[src/rtl/cpu_pkg.sv]
// Shared CPU definitions: MEM-stage FSM states and data-memory wait defaults.
package cpu_pkg;

   typedef enum logic [1:0] {
      StIdle,
      StWait,
      StDone
   } mem_state_e;

   localparam int unsigned MaxWaitDefault = 15;
   localparam int unsigned WaitCntW       = 16;

endpackage

[src/rtl/mem_wait_timer.sv]
// Counts enabled cycles since the last clear; flags the cycle that is the limit-th one.
module mem_wait_timer
   import cpu_pkg::*;
(
   input  logic                clk,
   input  logic                reset,
   input  logic                clear_i,
   input  logic                enable_i,
   input  logic [WaitCntW-1:0] limit_i,
   output logic                expired_o
);

   logic [WaitCntW-1:0] count_q, count_d;

   always_comb begin
      count_d = count_q;
      if (clear_i) begin
         count_d = '0;
      end else if (enable_i) begin
         count_d = count_q + WaitCntW'(1);
      end
   end

   // count_q holds the number of earlier enabled cycles, so this is the limit-th one
   assign expired_o = enable_i && (count_q == limit_i - WaitCntW'(1));

   always_ff @(posedge clk) begin
      if (reset) begin
         count_q <= '0;
      end else begin
         count_q <= count_d;
      end
   end

endmodule

[src/rtl/mem_access.sv]
// MEM pipeline stage: drives the data-memory bus, stalls upstream until ack or timeout.
// Optional build macro MEM_ACCESS_ALIGN_CHECK_EN rejects misaligned accesses with bus_err.
module mem_access
   import cpu_pkg::*;
#(
   parameter int unsigned MAX_WAIT = MaxWaitDefault
) (
   input  logic        clk,
   input  logic        reset,
   input  logic        mem_read_in,
   input  logic        mem_write_in,
   input  logic [31:0] alu_out_in,
   input  logic [31:0] wdata_in,
   input  logic [4:0]  rfile_wn_in,
   input  logic        MemtoReg_in,
   input  logic        RegWrite_in,
   output logic [31:0] alu_out_out,
   output logic [31:0] rd_out,
   output logic [4:0]  rfile_wn_out,
   output logic        MemtoReg_out,
   output logic        RegWrite_out,
   output logic        dmem_req,
   output logic        dmem_we,
   output logic [31:0] dmem_addr,
   output logic [31:0] dmem_wdata,
   input  logic        dmem_ack,
   input  logic [31:0] dmem_rdata,
   output logic        stall_out,
   output logic        bus_err
);

   mem_state_e  state_q, state_d;
   logic        req_q, req_d, we_q, we_d, bus_err_q, bus_err_d;
   logic [31:0] addr_q, addr_d, wdata_q, wdata_d, rd_q, rd_d;
   logic        access, misalign, timer_clear, timer_en, timer_expired;
   logic [31:0] issue_addr;

   assign access = mem_read_in | mem_write_in;

`ifdef MEM_ACCESS_ALIGN_CHECK_EN
   assign misalign   = (alu_out_in[1:0] != 2'b00);
   assign issue_addr = alu_out_in;
`else
   assign misalign   = 1'b0;
   assign issue_addr = {alu_out_in[31:2], 2'b00};
`endif

   mem_wait_timer u_wait_timer (
      .clk       (clk),
      .reset     (reset),
      .clear_i   (timer_clear),
      .enable_i  (timer_en),
      .limit_i   (WaitCntW'(MAX_WAIT)),
      .expired_o (timer_expired)
   );

   always_comb begin
      state_d     = state_q;
      req_d       = req_q;
      we_d        = we_q;
      addr_d      = addr_q;
      wdata_d     = wdata_q;
      rd_d        = rd_q;
      bus_err_d   = 1'b0;
      timer_clear = 1'b0;
      timer_en    = 1'b0;
      unique case (state_q)
         StIdle: begin
            if (access) begin
               timer_clear = 1'b1;
               if (misalign) begin
                  state_d   = StDone;
                  bus_err_d = 1'b1;
                  if (!mem_write_in) rd_d = '0;
               end else begin
                  state_d = StWait;
                  req_d   = 1'b1;
                  we_d    = mem_write_in;  // read+write together counts as a store
                  addr_d  = issue_addr;
                  wdata_d = wdata_in;
               end
            end
         end
         StWait: begin
            timer_en = 1'b1;
            // ack takes priority over a timeout landing in the same cycle
            if (dmem_ack) begin
               if (!we_q) rd_d = dmem_rdata;
               req_d   = 1'b0;
               we_d    = 1'b0;
               state_d = StDone;
            end else if (timer_expired) begin
               bus_err_d = 1'b1;
               rd_d      = '0;
               req_d     = 1'b0;
               we_d      = 1'b0;
               state_d   = StDone;
            end
         end
         StDone: begin
            state_d = StIdle;
         end
         default: begin
            state_d = StIdle;
         end
      endcase
   end

   always_ff @(posedge clk) begin
      if (reset) begin
         state_q   <= StIdle;
         req_q     <= 1'b0;
         we_q      <= 1'b0;
         addr_q    <= '0;
         wdata_q   <= '0;
         rd_q      <= '0;
         bus_err_q <= 1'b0;
      end else begin
         state_q   <= state_d;
         req_q     <= req_d;
         we_q      <= we_d;
         addr_q    <= addr_d;
         wdata_q   <= wdata_d;
         rd_q      <= rd_d;
         bus_err_q <= bus_err_d;
      end
   end

   assign stall_out    = ((state_q == StIdle) && access) || (state_q == StWait);
   assign RegWrite_out = RegWrite_in & ~stall_out;
   assign alu_out_out  = alu_out_in;
   assign rfile_wn_out = rfile_wn_in;
   assign MemtoReg_out = MemtoReg_in;
   assign rd_out       = rd_q;
   assign bus_err      = bus_err_q;
   assign dmem_req     = req_q;
   assign dmem_we      = we_q;
   assign dmem_addr    = addr_q;
   assign dmem_wdata   = wdata_q;

endmodule

[config.mk]
export PLATFORM = sky130hd
export DESIGN_NAME = mem_access
export DESIGN_NICKNAME = d
export VERILOG_FILES = /design/src/rtl/cpu_pkg.sv /design/src/rtl/mem_wait_timer.sv /design/src/rtl/mem_access.sv
export SDC_FILE = /design/constraint.sdc
export NUM_CORES = 1
export LEC_CHECK = 0
export BUFFER_PORTS_ARGS = -buffer_cell sky130_fd_sc_hd__buf_4
export CORE_UTILIZATION = 46
export CTS_CLUSTER_SIZE = 24
export DETAILED_ROUTE_END_ITERATION = 10
export PLACE_DENSITY = 0.76
export SETUP_SLACK_MARGIN = 0.15
export SYNTH_ARGS = -nofsm -noshare
export SYNTH_HDL_FRONTEND = slang
export SYNTH_HIERARCHICAL = 1
export SYNTH_SLANG_ARGS = --single-unit
[constraint.sdc]
create_clock -name clk -period 3.11 [get_ports clk]
set_input_delay 0.7775 -clock clk [delete_from_list [all_inputs] [get_ports clk]]
set_output_delay 0.7775 -clock clk [all_outputs]
set_load 0.01 [all_outputs]
==> reports/qor.txt, run 1 <==
synth warn: 6
Compound-Gate Fraction of Synth Area: 20.98%
RSZ-0062 raised after global routing: false
Post-Synth Simple-Gate Area: 16.29%
combinational fraction of design power: 16.9%
Routed WL per cell: 15.81 µm
first-pass GRT wire length: 22750 µm
final hold violation count: 0
area delta synth->final: 40.98%
Post-Synth XOR/XNOR Area: 5.955%
largest net degree at the start of global routing: 65
Placeable Area: 10890 µm²
fin crit period: 2.627 ns
Max Slew Vio Count: 0
via count: 5075
max_slew headroom: 31.65%
max-cap viol count: 0
post-synthesis cell type count: 47
Port Buf Inserts: 228
synthesized instance count: 588
status: completed
Post-layout nets: 912
CTS buffer count: 17
Pint: 2.877 mW
WS Path Type: flip-flop to flip-flop
GRT Total Usage: 25.10%
sequential area share after synthesis: 44.73%
cell family contributing the most delay on the critical path: simple AND/OR/NAND/NOR gates
crit path buf inv count: 1
Setup TNS Final: 0 ns
syn avg cell area: 8.754 µm²
H-tree depth: 4
CTS Buffer Depth: 2
Die Wd: 107.8 µm
Startpoint Class: flip-flop
Die H: 107.8 µm
wirelength, routed: 15070 µm
fmax: 380.7 MHz
post-synthesis mux area share: 0.1945%
CP max stage cell: dfxtp_1
EDFF count, synth: 0
initial drt markers: 490
Fillers: 882
Post-CTS Resized: 0
switching power: 1.058 mW
DP Wirelength: 10400 µm
I/O pin count: 247
Flop pwr share: 41.1%
clock skew: 0.01107 ns
CP cell instances: nand2b_4 -> inv_4 -> nand3_1 -> or4_1 -> nor4_1 -> and4_1 -> nor2b_4 -> o21ai_4 -> a32o_1
leakage dissipation: 3.199 nW
drt drc: 0
Tightest Pin Transition: 1.025 ns
CTS tree: yes
Starting Density: 47.28%
Sw Share: 26.88%
Worst-path clk slew: 0.06 ns
clock tree sinks: 115
grt total ovfl: 0
synthesized area: 5147 µm²
hold_buf cts: 0
most frequent cells in the layout: buf_4, dfxtp_1, nand3_1, a21oi_1, o21ai_0
post-synthesis register bit count: 115
post-CTS setup buffer count: 0
PD cells: 542.2 nW/µm²
initial antenna violation count: 0
final period utilization: 84.46%
Worst path max stage delay: 0.47 ns
# rows: 38
Critical Path RT: 3.51 ns
endpoint class of the critical path: flip-flop
root buffer cell: clkbuf_8
post-route ant nets: 0
Max rail drop VDD: 0.3245 mV
crit path max fanout: 16
crit path DAT: 3.03 ns
vias in the first global route: 4602
# diodes: 0
worst min path class: primary input to flip-flop
final RePlAce weighted congestion: 0.8179
Worst-Skew Late Latency: 0.52 ns
placed cells: 922
largest family of logic cells by synthesized area: compound AO/OA/AOI/OAI gates
Most used DFF post-synth: dfxtp_1
die area: 11620 µm²
TritonRoute pass-1 iters: 5
layout cells sized above 1: 34.44%
routed vias/inst: 5.325
clock power share: 42.0%
post-synthesis adder-cell area fraction: 0.4861%
Final Non-Filler Cells: 953
final setup fails: 0
most common cell after layout, fill and taps aside: buf_4
ys async rst share: 0%
[Yosys cell counts (2+ instances only)]
cell | instances | area (µm²)
nor3_1 | 5 | 25.02
nand4b_1 | 2 | 17.52
ha_1 | 2 | 25.02
conb_1 | 2 | 7.510
clkbuf_2 | 6 | 30.03
inv_1 | 3 | 11.26
and3_2 | 3 | 22.52
nand4_1 | 4 | 25.02
o21ai_0 | 56 | 280.3
clkbuf_1 | 22 | 82.58
o21ai_1 | 14 | 70.07
dfxtp_1 | 115 | 2302
or2_2 | 2 | 12.51
xor2_1 | 16 | 140.1
and3_1 | 2 | 12.51
buf_2 | 13 | 65.06
o31ai_1 | 2 | 15.01
buf_6 | 4 | 45.04
a32o_1 | 32 | 320.3
buf_4 | 44 | 330.3
nand3_1 | 76 | 380.4
a211oi_1 | 2 | 15.01
or3_1 | 3 | 18.77
a21oi_1 | 71 | 355.3
nand3b_1 | 3 | 22.52
and4_1 | 2 | 17.52
xnor2_1 | 19 | 166.4
nand2_1 | 17 | 63.81
nor4_1 | 2 | 12.51
nor2_1 | 25 | 93.84
nor2b_1 | 3 | 18.77
[registers in the layout (all words and copies together) (netlist names)]
register and count:
dmem_addr 30, dmem_wdata 32, state_q 2, dmem_req 1, bus_err 1, dmem_we 1, rd_out 32, u_wait_timer/count_q 16
[kinds of logic (layout without fill, tap and decap cells)]
group | count (synthesis) | after routing
DFF | 115 | 115
buffers and inverters | 95 | 267
muxes | 1 | 1
xor gates and xnor gates | 35 | 35
AOI/OAI and AO/OA | 180 | 181
adders and majority gates | 2 | 2
other | 2 | 54
and+or+nand+nor | 158 | 158
[metrics by stage]
stage                     hold slack (ns)  util, %  total power [mW]  cell area [µm²]  setup slack [ns]
after detailed placement           0.4670    61.70             2.298             6718            0.2871
after global routing               0.4500    66.65             4.102             7257            0.2150
after floorplan                    0.4827        -             2.012             5343            0.5396
after global placement             0.4613    61.70             2.280             6718            0.3936
after CTS                          0.4508    66.36             3.956             7226            0.2705
final                              0.4706    66.65             3.935             7257            0.4833
[power by group through the flow]
stage | Combinational (mW) | Clock [mW] | Sequential, mW
after floorplan | 0.333 | 0 | 1.68
after global placement | 0.639 | 0 | 1.64
after detailed placement | 0.651 | 0 | 1.65
after CTS | 0.654 | 1.69 | 1.62
after global routing | 0.724 | 1.75 | 1.63
final | 0.665 | 1.65 | 1.62
[layout make-up]
type | instances | area, µm² | share of cell area [%]
well taps | 140 | 175.2 | 2.414
multi-input cells | 431 | 2509 | 34.57
inverters | 5 | 21.27 | 0.2931
repair buffers | 232 | 1742 | 24.00
flip-flops and latches | 115 | 2302 | 31.72
clock inverters | 10 | 62.56 | 0.8621
clock buffers | 20 | 445.4 | 6.138
[worst paths after layout]
check	start	to	slack (ns)	cells after the start
worst max-delay path	state_q[0]	rd_out[15]	0.48	9
worst min-delay path	dmem_rdata[31]	rd_out[31]	0.47	2
worst max register to register	state_q[0]	rd_out[15]	0.48	9
worst min register to register	dmem_addr[23]	dmem_addr[23]	0.47	2
[metal layers]
layer | global-route usage [%] | wire (µm)
met2 | 42.26 | 7580
met1 | 30.08 | 6146
met4 | 11.15 | 414
met3 | 6.235 | 927
met5 | 0 | 0
Note: power is estimated with default switching activity, not from simulation.
==> run 2, diff against run 1 <==
- ABC_AREA: default -> 1
- CORE_UTILIZATION: 46 -> 48
- PLACE_DENSITY: 0.76 -> 0.77
- clock period: 3.11 -> 2.57 ns (I/O delays scaled with it)
==> run 2 against run 1 <==
- power grew 40%
- via count rose by 14%
- synthesized area rose by 11%
- register-to-register slack worse by 0.02 ns
- flip-flop and latch count is the same
- sequential share of layout area down 3.1 points
- non-clock buffer count up 4
- critical path depth up 7
- worst hold slack lost 0.011 ns
- final area is 11% higher
- cell count is 29% higher
- worst setup slack worse by 0.018 ns
- largest cell class unchanged
- highest routed layer unchanged
==> reports/qor.txt, run 2 <==
layout cells sized above 1: 26.86%
crit path buf inv count: 3
TritonRoute pass-1 iters: 4
Most used DFF post-synth: dfxtp_1
first-pass GRT wire length: 24640 µm
Die H: 110.9 µm
Worst-Skew Late Latency: 0.41 ns
WHS Path Cells: 2
cell family contributing the most delay on the critical path: simple AND/OR/NAND/NOR gates
H-tree depth: 4
ys async rst share: 0%
Max rail drop VDD: 0.6648 mV
Setup TNS Final: 0 ns
count leader, synth: nor2_1
crit path DAT: 2.41 ns
share of the synthesized area in the top cell type: 40.47%
final hold violation count: 0
fin crit period: 2.105 ns
clock skew: 0.008295 ns
synth top area cells: dfxtp_1, nor2_1, nand2_1, inv_1, buf_4
Hold EP: state_q[0]
fmax: 475.1 MHz
Post-layout nets: 1188
area delta synth->final: 41.39%
Tightest Pin Transition: 0.6794 ns
CP max stage cell: dfxtp_1
Max Slew Vio Count: 0
Die Wd: 110.9 µm
FF-to-FF path depth: 16
worst r2r dst: rd_out[2]
root buffer cell: clkbuf_16
top post-synthesis cells by count: nor2_1, nand2_1, dfxtp_1
routed vias/inst: 4.673
Starting Density: 49.61%
# diodes: 0
GRT Total Usage: 24.96%
final RePlAce weighted congestion: 0.8078
worst min path class: primary input to flip-flop
# rows: 39
Synth area leader: dfxtp_1
DP Wirelength: 10700 µm
final period utilization: 81.90%
I/O pin count: 247
syn avg cell area: 6.717 µm²
Worst-path clk slew: 0.05 ns
synthesized area: 5689 µm²
Worst path max stage delay: 0.37 ns
Placeable Area: 11470 µm²
CTS tree: yes
via count: 5767
die area: 12290 µm²
max-cap viol count: 0
CTS Buffer Depth: 2
largest net degree at the start of global routing: 64
Port Buf Inserts: 228
drt drc: 0
most common cell after layout, fill and taps aside: buf_4
Critical Path RT: 2.87 ns
grt total ovfl: 0
Startpoint Class: flip-flop
post-route ant nets: 0
PD cells: 683.7 nW/µm²
WS Path Type: flip-flop to flip-flop
post-synthesis register bit count: 115
vias in the first global route: 5313
wirelength, routed: 15750 µm
Worst path most repeated cell: nor2_1
hold path start: reset
initial drt markers: 274
endpoint class of the critical path: flip-flop
hold slack: 0.4596 ns
leakage dissipation: 4.107 nW
post-synthesis cell type count: 34
synth warn: 6
crit path max fanout: 28
final setup fails: 0
clock tree sinks: 115
EDFF count, synth: 0
flop-to-flop setup slack: 0.47 ns
reg-to-reg critical path startpoint: state_q[0]
sequential area share after synthesis: 40.47%
CP cell instances: inv_1 -> nor2_4 -> inv_1 -> a21oi_1 -> nand4_1 -> nor2_1 -> nand3_1 -> nor2_1 -> nand2_1 -> nor2_1 -> nor2_1 -> nor2_4 -> buf_12 -> nand3_1 -> nand2_1 -> nor2_1
status: completed
synthesized instance count: 847
Routed WL per cell: 12.76 µm
most frequent cells in the layout: buf_4, nor2_1, nand2_1, dfxtp_1, inv_1
initial antenna violation count: 0
max_slew headroom: 54.71%
CTS buffer count: 17
RSZ-0062 raised after global routing: false
==> run 2: layer usage <==
metal / wire [µm] / GRT usage (%) / vias up
li1: - / - / 2984
met1: 6430 / 28.02 / 2558
met2: 7740 / 43.64 / 192
met3: 1134 / 8.201 / 33
met4: 439 / 9.511 / 0
met5: 0 / 0 / -
==> run 2: logic make-up after synthesis <==
kind of cell             Yosys count  synth area share [%]
AO/OA/AOI/OAI                     93                 8.467
adder cells (fa/ha/maj)            2                0.4398
AND/OR/NAND/NOR                  441                 32.57
other                              2                0.1320
flip-flops                       115                 40.47
XOR/XNOR                          15                 2.309
buffers and inverters            179                 15.61
==> run 2: final cells by class <==
| type | count | area, µm² |
|---|---|---|
| fill | 973 | 3423 |
| multi-input combinational | 604 | 2746 |
| sequential | 115 | 2302 |
| timing repair buffer | 236 | 1809 |
| clock buffer | 25 | 495.5 |
| inverter | 104 | 390.4 |
| tap | 143 | 178.9 |
| clock inverter | 7 | 121.4 |
==> run 2: how the worst max path moves through the flow <==
stage	slack (ns)	end	start	cells past startpoint
6_report	0.47	rd_out[2]	state_q[0]	16
5_1_grt	0.15	rd_out[17]	state_q[0]	16
4_1_cts	0.31	rd_out[2]	state_q[0]	16
3_5_place_dp	0.34	rd_out[17]	state_q[0]	16
3_3_place_gp	0.44	rd_out[17]	state_q[0]	15
2_1_floorplan	0.54	rd_out[17]	state_q[0]	16
==> run 2: what timing repair did <==
action | in CTS | in global routing
hold buffers | 0 | 0
buffers inserted | 0 | 0
hold endpoints to repair | 0 | 0
resized for setup | 0 | 8
setup endpoints to repair | 0 | 32
==> run 2: power breakdown <==
group          total (mW)  switching [mW]  internal [mW]
clock network        2.44           0.808           1.63
registers            2.02          0.0797           1.94
logic                1.04           0.566          0.479
total                5.50            1.45           4.05
==> run 2: stage by stage <==
step           setup slack [ns]  std cells  power [mW]  area [µm²]  utilization (%)
3_3_place_gp             0.4437       1199       3.054        7355            64.14
2_1_floorplan            0.5384        895       2.633        5869                -
4_1_cts                  0.3119       1231       5.515        7971            69.51
6_report                 0.4652       1234       5.500        8044            70.15
5_1_grt                  0.1479       1234       5.743        8044            70.15
3_5_place_dp             0.3428       1199       3.070        7355            64.14
